===== src/rtl/spi_flash_master.sv =====
// Byte-wide mode-0 SPI master for the configuration flash, mapped as a data and a
// control/status register on the delayed IO bus.
module spi_flash_master #(
    parameter int unsigned DIV       = 2,
    parameter int unsigned XFER_BITS = 8
) (
    input  logic        clk,
    input  logic        reset,
    input  logic        io_wr,
    input  logic        io_rd,
    input  logic        sel_data,
    input  logic        sel_ctrl,
    input  logic [15:0] wd,
    output logic [15:0] rd_data,
    output logic        sck,
    output logic        mosi,
    input  logic        miso,
    output logic        cs_n,
    output logic        busy
);

    typedef enum logic [1:0] {IDLE, LOW, HIGH} state_t;

    localparam logic [7:0] DIV_LAST = 8'(DIV - 1);
    localparam logic [2:0] LAST_BIT = 3'(XFER_BITS - 1);

    state_t     state, state_nx;
    logic [7:0] div_cnt, div_nx;
    logic [2:0] bit_cnt, bit_nx;
    logic [7:0] tx, tx_nx;
    logic [7:0] rx_sh, rx_sh_nx;
    logic [7:0] rx, rx_nx;
    logic       sck_nx, mosi_nx;
    logic       ovr, ovr_nx;
    logic       cs_assert, cs_nx;
    logic       wr_data, div_done;
    logic       unused_wd;

    assign unused_wd = ^wd[15:8];
    assign wr_data   = io_wr & sel_data;
    assign div_done  = (div_cnt == DIV_LAST);
    assign busy      = (state != IDLE);
    assign cs_n      = ~cs_assert;

    assign rd_data = (sel_data ? {8'd0, rx} : 16'd0)
                   | (sel_ctrl ? {13'd0, ovr, cs_assert, busy} : 16'd0);

    always_ff @(posedge clk) begin
        if (reset) begin
            state     <= IDLE;
            div_cnt   <= '0;
            bit_cnt   <= '0;
            tx        <= '0;
            rx_sh     <= '0;
            rx        <= '0;
            sck       <= 1'b0;
            mosi      <= 1'b0;
            ovr       <= 1'b0;
            cs_assert <= 1'b0;
        end else begin
            state     <= state_nx;
            div_cnt   <= div_nx;
            bit_cnt   <= bit_nx;
            tx        <= tx_nx;
            rx_sh     <= rx_sh_nx;
            rx        <= rx_nx;
            sck       <= sck_nx;
            mosi      <= mosi_nx;
            ovr       <= ovr_nx;
            cs_assert <= cs_nx;
        end
    end

    always_comb begin
        state_nx = state;
        div_nx   = div_cnt;
        bit_nx   = bit_cnt;
        tx_nx    = tx;
        rx_sh_nx = rx_sh;
        rx_nx    = rx;
        sck_nx   = sck;
        mosi_nx  = mosi;
        cs_nx    = (io_wr & sel_ctrl) ? wd[0] : cs_assert;

        // A data write that lands mid-transfer sets overrun even if a status read clears it
        ovr_nx = ovr;
        if (io_rd & sel_ctrl)
            ovr_nx = 1'b0;
        if (wr_data && state != IDLE)
            ovr_nx = 1'b1;

        case (state)
            IDLE: begin
                div_nx = '0;
                if (wr_data) begin
                    state_nx = LOW;
                    sck_nx   = 1'b0;
                    mosi_nx  = wd[7];
                    tx_nx    = wd[7:0];
                    bit_nx   = '0;
                end
            end
            LOW: begin
                if (div_done) begin
                    div_nx   = '0;
                    state_nx = HIGH;
                    sck_nx   = 1'b1;
                    rx_sh_nx = {rx_sh[6:0], miso};
                end else begin
                    div_nx = div_cnt + 8'd1;
                end
            end
            HIGH: begin
                if (div_done) begin
                    div_nx = '0;
                    sck_nx = 1'b0;
                    if (bit_cnt == LAST_BIT) begin
                        state_nx = IDLE;
                        rx_nx    = rx_sh;
                    end else begin
                        state_nx = LOW;
                        bit_nx   = bit_cnt + 3'd1;
                        tx_nx    = {tx[6:0], 1'b0};
                        mosi_nx  = tx[6];
                    end
                end else begin
                    div_nx = div_cnt + 8'd1;
                end
            end
            default: begin
                state_nx = IDLE;
                div_nx   = '0;
            end
        endcase
    end

endmodule

===== config.mk =====
export PLATFORM = sky130hd
export DESIGN_NAME = spi_flash_master
export DESIGN_NICKNAME = d
export VERILOG_FILES = /design/src/rtl/spi_flash_master.sv
export SDC_FILE = /design/constraint.sdc
export NUM_CORES = 1
export LEC_CHECK = 0
export ABC_AREA = 1
export BUFFER_PORTS_ARGS = -buffer_cell sky130_fd_sc_hd__buf_2
export CAP_MARGIN = 20
export CORE_MARGIN = 1
export CORE_UTILIZATION = 30
export CTS_CLUSTER_DIAMETER = 150
export CTS_CLUSTER_SIZE = 16
export DETAILED_ROUTE_END_ITERATION = 16
export SYNTH_ARGS = -nofsm -noshare
export SYNTH_HDL_FRONTEND = slang
export SYNTH_SLANG_ARGS = --single-unit

===== constraint.sdc =====
create_clock -name clk -period 1.66 [get_ports clk]
set_input_delay 0.249 -clock clk [delete_from_list [all_inputs] [get_ports clk]]
set_output_delay 0.249 -clock clk [all_outputs]
set_load 0.01 [all_outputs]

Word-level counts from Yosys, hierarchy flattened
Cells that the tools add are included.
{"block": "word_totals", "reg_bits": 40, "inputBits": 23, "out_inout_bits": 20, "elab_cells": 64}
{"block": "classes", "add_sub_neg": 2, "n_eq_ne": 8, "n_mux": 25, "bitwise_logic": 6, "reduce_logical": 13}
{"cell": "two-way mux 7 bit", "n": 3}
{"cell": "one-hot mux 7 bit (2 select lines)", "n": 1}
{"cell": "two-way mux 3 bit", "n": 4}
{"cell": "two-way mux 1 bit", "n": 9}
{"cell": "adder 8 x 1 -> 8 bit, second input constant", "n": 1}
{"cell": "== test 8 x 1 -> 1 bit, second input constant", "n": 1}
{"cell": "two-way mux 8 bit", "n": 1}
{"cell": "!= test 2 bit, second input constant", "n": 4}
{"cell": "OR 8 x 3 -> 8 bit", "n": 1}
{"cell": "AND reduction 4 bit", "n": 2}
{"cell": "two-way mux 2 bit", "n": 3}
{"cell": "one-hot mux 2 bit (3 select lines)", "n": 1}
{"cell": "one-hot mux 3 bit (2 select lines)", "n": 1}
{"cell": "AND reduction 3 bit", "n": 2}
{"cell": "nonzero test 2 bit", "n": 3}
{"cell": "adder 3 x 1 -> 3 bit, second input constant", "n": 1}
{"cell": "AND 1 bit", "n": 3}
{"cell": "== test 3 bit, second input constant", "n": 1}
{"cell": "one-hot mux 1 bit (3 select lines)", "n": 1}
{"cell": "nonzero test 3 bit", "n": 1}
{"cell": "OR reduction 3 bit", "n": 1}
{"cell": "== test 2 x 1 -> 1 bit, second input constant", "n": 1}
{"cell": "== test 2 bit, second input constant", "n": 1}
{"cell": "zero test 2 bit", "n": 1}
{"cell": "5 further kinds", "n": 6}

Logic depth before layout (Yosys ltp)
Gate-level depths: netlist (run 1).
{"block": "depth", "ltp_word": 4, "depth_mapped": 11, "depth_no_buf": 10}

Worst setup path before layout (run 1)
OpenSTA, ideal clock, no wires.
{"block": "synth_timing", "kind": "reg2reg", "from": "register bit_cnt[0]", "to": "register bit_cnt[0]", "setup_ps": 110, "t_arrival_ps": 1411, "t_required_ps": 1550, "setup_slack_ps": 139, "stages_incl_launch_ff": 10, "n_path_buf": 1, "period_less_slack_ps": 1521, "path_cell_list": "dfxtp_1 -> ha_1 -> ha_1 -> inv_1 -> nand2_1 -> o21ai_1 -> clkbuf_1 -> nand3_1 -> nand2_1 -> nor2_1"}
{"block": "synth_between", "elab_chain_cells": 4, "elab_cells_between_ends": 7, "cone_classes": "add/sub: 1; eq/ne: 2; mux: 3; reduce/logical: 1"}
{"element": "start: declaration", "line_no": "29", "source": "logic [2:0] bit_cnt, bit_nx;"}
{"element": "start signal: assignment", "line_no": "63", "source": "bit_cnt <= bit_nx;"}
{"element": "adder 3 x 1 -> 3 bit", "line_no": "122", "source": "bit_nx = bit_cnt + 3'd1;"}
{"element": "two-way mux 3 bit", "line_no": "117", "source": "if (bit_cnt == LAST_BIT) begin"}
{"element": "two-way mux 3 bit", "line_no": "114", "source": "if (div_done) begin"}
{"element": "one-hot mux 3 bit (2 select lines)", "line_no": "92", "source": "case (state)"}
Several ways; a longest one is shown, not always the timed one. The select of a mux whose other input is x is not followed.
A chain may end at the register's enable or synchronous reset.

Final worst setup path (run 1)
{"block": "layout_timing", "from": "register state[1]", "to": "output port rd_data[0]"}
{"block": "layout_between", "elab_chain_cells": 3}
{"element": "start: declaration", "line_no": "27", "source": "state_t state, state_nx;"}
{"element": "start signal: assignment", "line_no": "61", "source": "state <= state_nx;"}
{"element": "nonzero test 2 bit", "line_no": "42", "source": "assign busy = (state != IDLE);"}
{"element": "two-way mux 3 bit", "line_no": "46", "source": "| (sel_ctrl ? {13'd0, ovr, cs_assert, busy} : 16'd0);"}
{"element": "OR 8 x 3 -> 8 bit", "line_no": "46"}
{"element": "end: declaration", "line_no": "14", "source": "output logic [15:0] rd_data,"}
Every way passes these cells.

==> flow_summary_export.csv, run 1 <==
group,metric,value,unit
status,outcome,"finished clean",
routing,wl,3.82,mm
routing,ant_nets,0,
pwr,power_density,1030,mW/mm²
pwr,peakVddDrop,0.000440,V
sta,finalMaxSlewViolations,0,
placement,io_buffer_count,26,
critical_path,start_kind,"register",
floorplan,die_h,83.3,µm
floorplan,dieArea,0.00693,mm²
yosys,syn_area_per_cell,7.02,µm²
job,cap_violations,0,
clock_network,cts.repair.resized,0,
final_layout,final-seq-area,802,µm²
global_route,overflow,0,
hold_path,min_path_type,"in2reg",
sta,fmax,0.633,GHz
hold_path,min_path_cells,2,
critical_path,crit_chain,"inv_1, ha_1, o21ai_0, buf_2",
sta,setup_tns,0,ns
final_layout,syn2layout_area_growth,16.4,%
clock_network,cts_root_buffer,"clkbuf_8",
sta,whs,0.159,ns
yosys,seq_area_frac_synth,40.4,%
clock_network,clk_pin_slew_worst_paths,0.08,ns
final_layout,fin_area,0.00231,mm²
placement,gp_congestion,0.734,
clock_network,cts_buffer_depth,2,
critical_path,cp_max_fo,4,
clock_network,cts_max_level,2,
clock_network,numCtsBuffers,5,
yosys,synth_area_leader_cell,"dfxtp_1",
sta,period_minus_slack,1.58,ns
yosys,synthTopCellsByArea,"dfxtp_1 40%, nor2_1 10%, nand2_1 9.3%",
yosys,syn_inst,282,
placement,pre_cts_slack,0.119,ns
critical_path,r2r_cells,8,
placement,hpwl,2.79,mm
clock_network,holdBufCountCts,0,
critical_path,crit_family,"flip-flops",
floorplan,core.rowCount,29,
global_route,antenna_found_initial,0,
routing,first_iter_violations,65,
floorplan,core,0.00635,mm²
routing,drtPass1Iterations,4,
routing,vias,1697,
final_layout,multi_input_area,943,µm²
global_route,grt_busiest_layer,"met2",
sta,finClkSkew,0.00762,ns
clock_network,tritoncts,"done",
critical_path,cp_slowest_cell,"dfxtp_1",
critical_path,critPathCaptureType,"primary output",
yosys,synth.top_cell.area_share,40.4,%
sta,hold_viol,0,
global_route,grt_util_met3,3.08,%
pwr,power.leakage,1.20,nW
routing,vias_per_cell,4.35,
yosys,synth_cell_types,26,
floorplan,start_util,31.2,%
critical_path,crit_type,"reg2out",
placement,placed_cell_area,0.00219,mm²
yosys,yosys_warnings,0,
pwr,power.total,2.39,mW
global_route,grt_pass1_wl,6.63,mm
critical_path,r2r_slack,0.17,ns
clock_network,clock-sinks,40,
floorplan,die_x,83.3,µm
global_route,grt_max_degree,30,
routing,drc,0,
sta,setup_viol,0,
final_layout,fillCellCount,662,
clock_network,clkLatencyLatePin,0.29,ns
critical_path,crit_cells,4,
critical_path,critical_path.max_stage_delay,0.38,ns
routing,wire_per_inst,9.79,µm
yosys,yosys-top-cells-count,"55 x nor2_1, 49 x nand2_1, 40 x dfxtp_1, 40 x inv_1, 16 x nand3_1",
yosys,async_flop_share,0,%
critical_path,cp.required,1.41,ns
final_layout,antennaDiodeCount,0,
critical_path,cp_num_buf_inv,2,
global_route,grtUsageTotal,11.5,%
final_layout,layout-drive-gt1-share,16.0,%
clock_network,postCtsSetupRepairBufs,0,
yosys,synth_seq_cells,40,
critical_path,arrival,1.33,ns
global_route,met1_usage,14.3,%
sta,finalWorstSetupSlack,0.0808,ns
sta,period_share,95.1,%
sta,rsz0062_at_grt,"no",
global_route,grt_pass1_vias,1544,
yosys,ys.flop_type,"dfxtp_1",
final_layout,fin_nets,343,
floorplan,pin_count,43,
global_route,grtUsageMet2,19.2,%
yosys,synth.most_common_cell,"nor2_1",
yosys,synth_edf_count,0,
yosys,syn_area,0.00198,mm²
-- through the flow --
stage	std cells	util, %
after global placement	382	34.5
final	390	36.3
after global routing	390	36.3
after CTS	390	36.2
after floorplan	289	-
after detailed placement	382	34.5
-- sequential cells by signal, indices dropped and copies added, names as in the netlist --
signal     flops
tx             7
ovr            1
state          2
mosi           1
div_cnt        8
rx             8
sck            1
cs_assert      1
bit_cnt        3
rx_sh          8
-- worst register-to-register path, cell delays in order (launching register included) --
cell and delay (ns):
dfxtp_1 0.39, ha_1 0.16, nand2_1 0.06, nor2_2 0.18, inv_2 0.10, nor3_4 0.18, inv_2 0.11, nor2_1 0.15
nor2_1 0.06
-- path summary, 6_finish.rpt --
check,end,from
worst max-delay path,rd_data[0],state[1]
worst min-delay path,state[0],reset
worst max register to register,rx[1],div_cnt[0]
worst min register to register,ovr,ovr
-- layer usage --
metal  up-vias  part of all wire, %  wire length [µm]
met2        26                   46              1770
li1        924                    -                 -
met4         0                 0.89                34
met5         -                    0                 0
met3         5                  3.5               133
met1       742                   49              1880
-- power by group --
part / internal [mW] / switching (mW) / total [mW]
sequential: 1.04 / 0.0451 / 1.09
combinational: 0.203 / 0.306 / 0.509
clock: 0.445 / 0.345 / 0.790
-- placed cells by master (no fill, tap or decap), types with 2 or more instances in the layout --
| cell type | synthesis | final |
|---|---|---|
| mux2i_1 | 7 | 7 |
| o21ai_1 | 9 | 9 |
| nor2_4 | 2 | 2 |
| conb_1 | 1 | 8 |
| nor2_1 | 55 | 55 |
| clkbuf_8 | 0 | 5 |
| and3_1 | 2 | 2 |
| nand3_1 | 16 | 16 |
| nor3b_1 | 2 | 2 |
| ha_1 | 8 | 8 |
| inv_2 | 4 | 4 |
| o21ai_0 | 13 | 13 |
| nand2_1 | 49 | 49 |
| buf_2 | 3 | 26 |
| buf_4 | 8 | 5 |
| nor3_1 | 3 | 3 |
| a21oi_1 | 10 | 9 |
| inv_1 | 40 | 40 |
| dfxtp_1 | 40 | 39 |
-- final cells by class --
cell class              count  share of cell area, %
clock buffers               5                   2.98
repair buffers             32                   8.14
flip-flops and latches     40                   34.8
well taps                  77                   4.18
inverters                  44                   7.16
multi-input cells         189                   40.9
clock inverters             3                   1.84
-- logic make-up (layout without fill, tap and decap cells) --
| group | Yosys count | in the layout | share of synthesized area [%] |
|---|---|---|---|
| buf+inv | 60 | 84 | 13.5 |
| fa+ha+maj | 8 | 8 | 5.05 |
| other cells | 1 | 8 | 0.189 |
| simple gates | 133 | 133 | 28.8 |
| compound gates | 33 | 33 | 8.53 |
| mux | 7 | 7 | 3.54 |
| flops | 40 | 40 | 40.4 |
Power figures use the tool's default switching activity.
==> inputs of run 2 (changes only) <==
- PLACE_DENSITY: unset -> 0.59
==> run 2 against run 1 <==
Effect of this change: sequential share of layout area rose by 0.13 points; critical path depth up 6; wire length up 1.3%; utilization fell by 0.079 points; final area down 0.22%; final cell count increased by 0.51%; sequential power about the same; clock skew fell by 0.0027 ns; combinational power is 2% higher; critical path type is now reg2reg; largest cell class unchanged; highest routed layer unchanged.
==> flow_summary_export.csv, run 2 (synthesis results as in run 1) <==
group,metric,value,unit
critical_path,cp.required,1.85,ns
global_route,antenna_found_initial,1,
routing,drtPass1Iterations,4,
sta,setup_tns,0,ns
status,outcome,"finished clean",
sta,rsz0062_at_grt,"no",
routing,wl,3.87,mm
routing,drc,0,
final_layout,fin_area,0.00230,mm²
critical_path,arrival,1.70,ns
floorplan,start_util,31.2,%
final_layout,fin_nets,345,
floorplan,dieArea,0.00693,mm²
clock_network,cts_root_buffer,"clkbuf_8",
sta,period_share,90.5,%
placement,io_buffer_count,26,
sta,finClkSkew,0.00488,ns
clock_network,cts_max_level,2,
placement,hpwl,2.84,mm
global_route,grt_busiest_layer,"met2",
global_route,grt_util_met3,4.27,%
clock_network,numCtsBuffers,5,
placement,gp_congestion,0.705,
placement,pre_cts_slack,0.130,ns
final_layout,final-seq-area,803,µm²
hold_path,min_path_type,"in2reg",
critical_path,cp_max_fo,11,
critical_path,crit_type,"reg2reg",
sta,finalMaxSlewViolations,0,
critical_path,start_kind,"register",
sta,finalWorstSetupSlack,0.158,ns
job,cap_violations,0,
pwr,power_density,991,mW/mm²
clock_network,clk_pin_slew_worst_paths,0.07,ns
clock_network,clkLatencyLatePin,0.29,ns
sta,whs,0.168,ns
clock_network,cts_buffer_depth,2,
sta,setup_viol,0,
floorplan,core.rowCount,29,
sta,hold_viol,0,
placement,dp_cells,384,
sta,period_minus_slack,1.50,ns
pwr,peakVddDrop,0.000465,V
global_route,overflow,0,
final_layout,layout-drive-gt1-share,16.5,%
final_layout,antennaDiodeCount,0,
floorplan,pin_count,43,
final_layout,final_common_cell,"nor2_1",
global_route,grtUsageTotal,11.7,%
final_layout,syn2layout_area_growth,16.2,%
final_layout,layout_common_cells,"55 x nor2_1, 49 x nand2_1, 39 x inv_1",
clock_network,holdBufCountCts,0,
sta,fmax,0.666,GHz
clock_network,clock-sinks,40,
global_route,grt_max_degree,18,
global_route,grtUsageMet2,19.2,%
pwr,power.total,2.28,mW
floorplan,core,0.00635,mm²
global_route,met1_usage,13.8,%
routing,vias_per_cell,4.34,
final_layout,postLayoutCoreUtil,36.2,%
global_route,grt_pass1_wl,6.56,mm
final_layout,fin_cells,392,
final_layout,reg_top3,"div_cnt: 8 flops, rx: 8 flops, rx_sh: 8 flops",
routing,wire_per_inst,9.87,µm
routing,ant_nets,0,
pwr,power.leakage,1.20,nW
clock_network,tritoncts,"done",
routing,first_iter_violations,34,
global_route,grt_pass1_vias,1569,
critical_path,critPathCaptureType,"register",
floorplan,die_h,83.3,µm
final_layout,fillCellCount,668,
final_layout,multi_input_area,940,µm²
placement,placed_cell_area,0.00220,mm²
floorplan,die_x,83.3,µm
routing,vias,1701,
==> run 2: worst paths after layout <==
kind	startpoint	endpoint	slack [ns]	depth (start not counted)
worst max-delay path	state[0]	bit_cnt[2]	0.16	10
worst min-delay path	reset	state[1]	0.17	2
worst max register to register	state[0]	bit_cnt[2]	0.16	10
worst min register to register	div_cnt[0]	div_cnt[0]	0.47	1
==> run 2: worst max-delay path, cell delays in order (launching register included) <==
cell,delay [ns]
dfxtp_2,0.34
inv_1,0.08
ha_1,0.16
inv_1,0.09
a21oi_1,0.29
nor2_4,0.07
nand2_1,0.12
buf_12,0.13
nand2_1,0.05
inv_1,0.04
nor2_1,0.03
==> run 2: layout make-up <==
cell class,count,area share (%)
Sequential cell,40,34.9
Clock inverter,1,0.326
Timing Repair Buffer,34,8.81
Multi-Input combinational cell,189,40.8
Tap cell,77,4.19
Clock buffer,7,3.75
Inverter,44,7.18
==> run 2: metal layers <==
metal  vias to the layer above  routed length, µm
met4                         0                 57
li1                        923                  -
met2                        19               1780
met5                         -                  0
met3                         4                140
met1                       755               1890
==> run 2: repair_timing <==
item	4_1_cts	5_1_grt
gates resized for setup	0	3
endpoints found under the setup margin	0	4
setup buffers	0	0
==> run 2: report_power, final <==
part           switching, mW  internal, mW
sequential            0.0443          1.04
clock                  0.335         0.338
combinational          0.308         0.211
total                  0.688          1.59
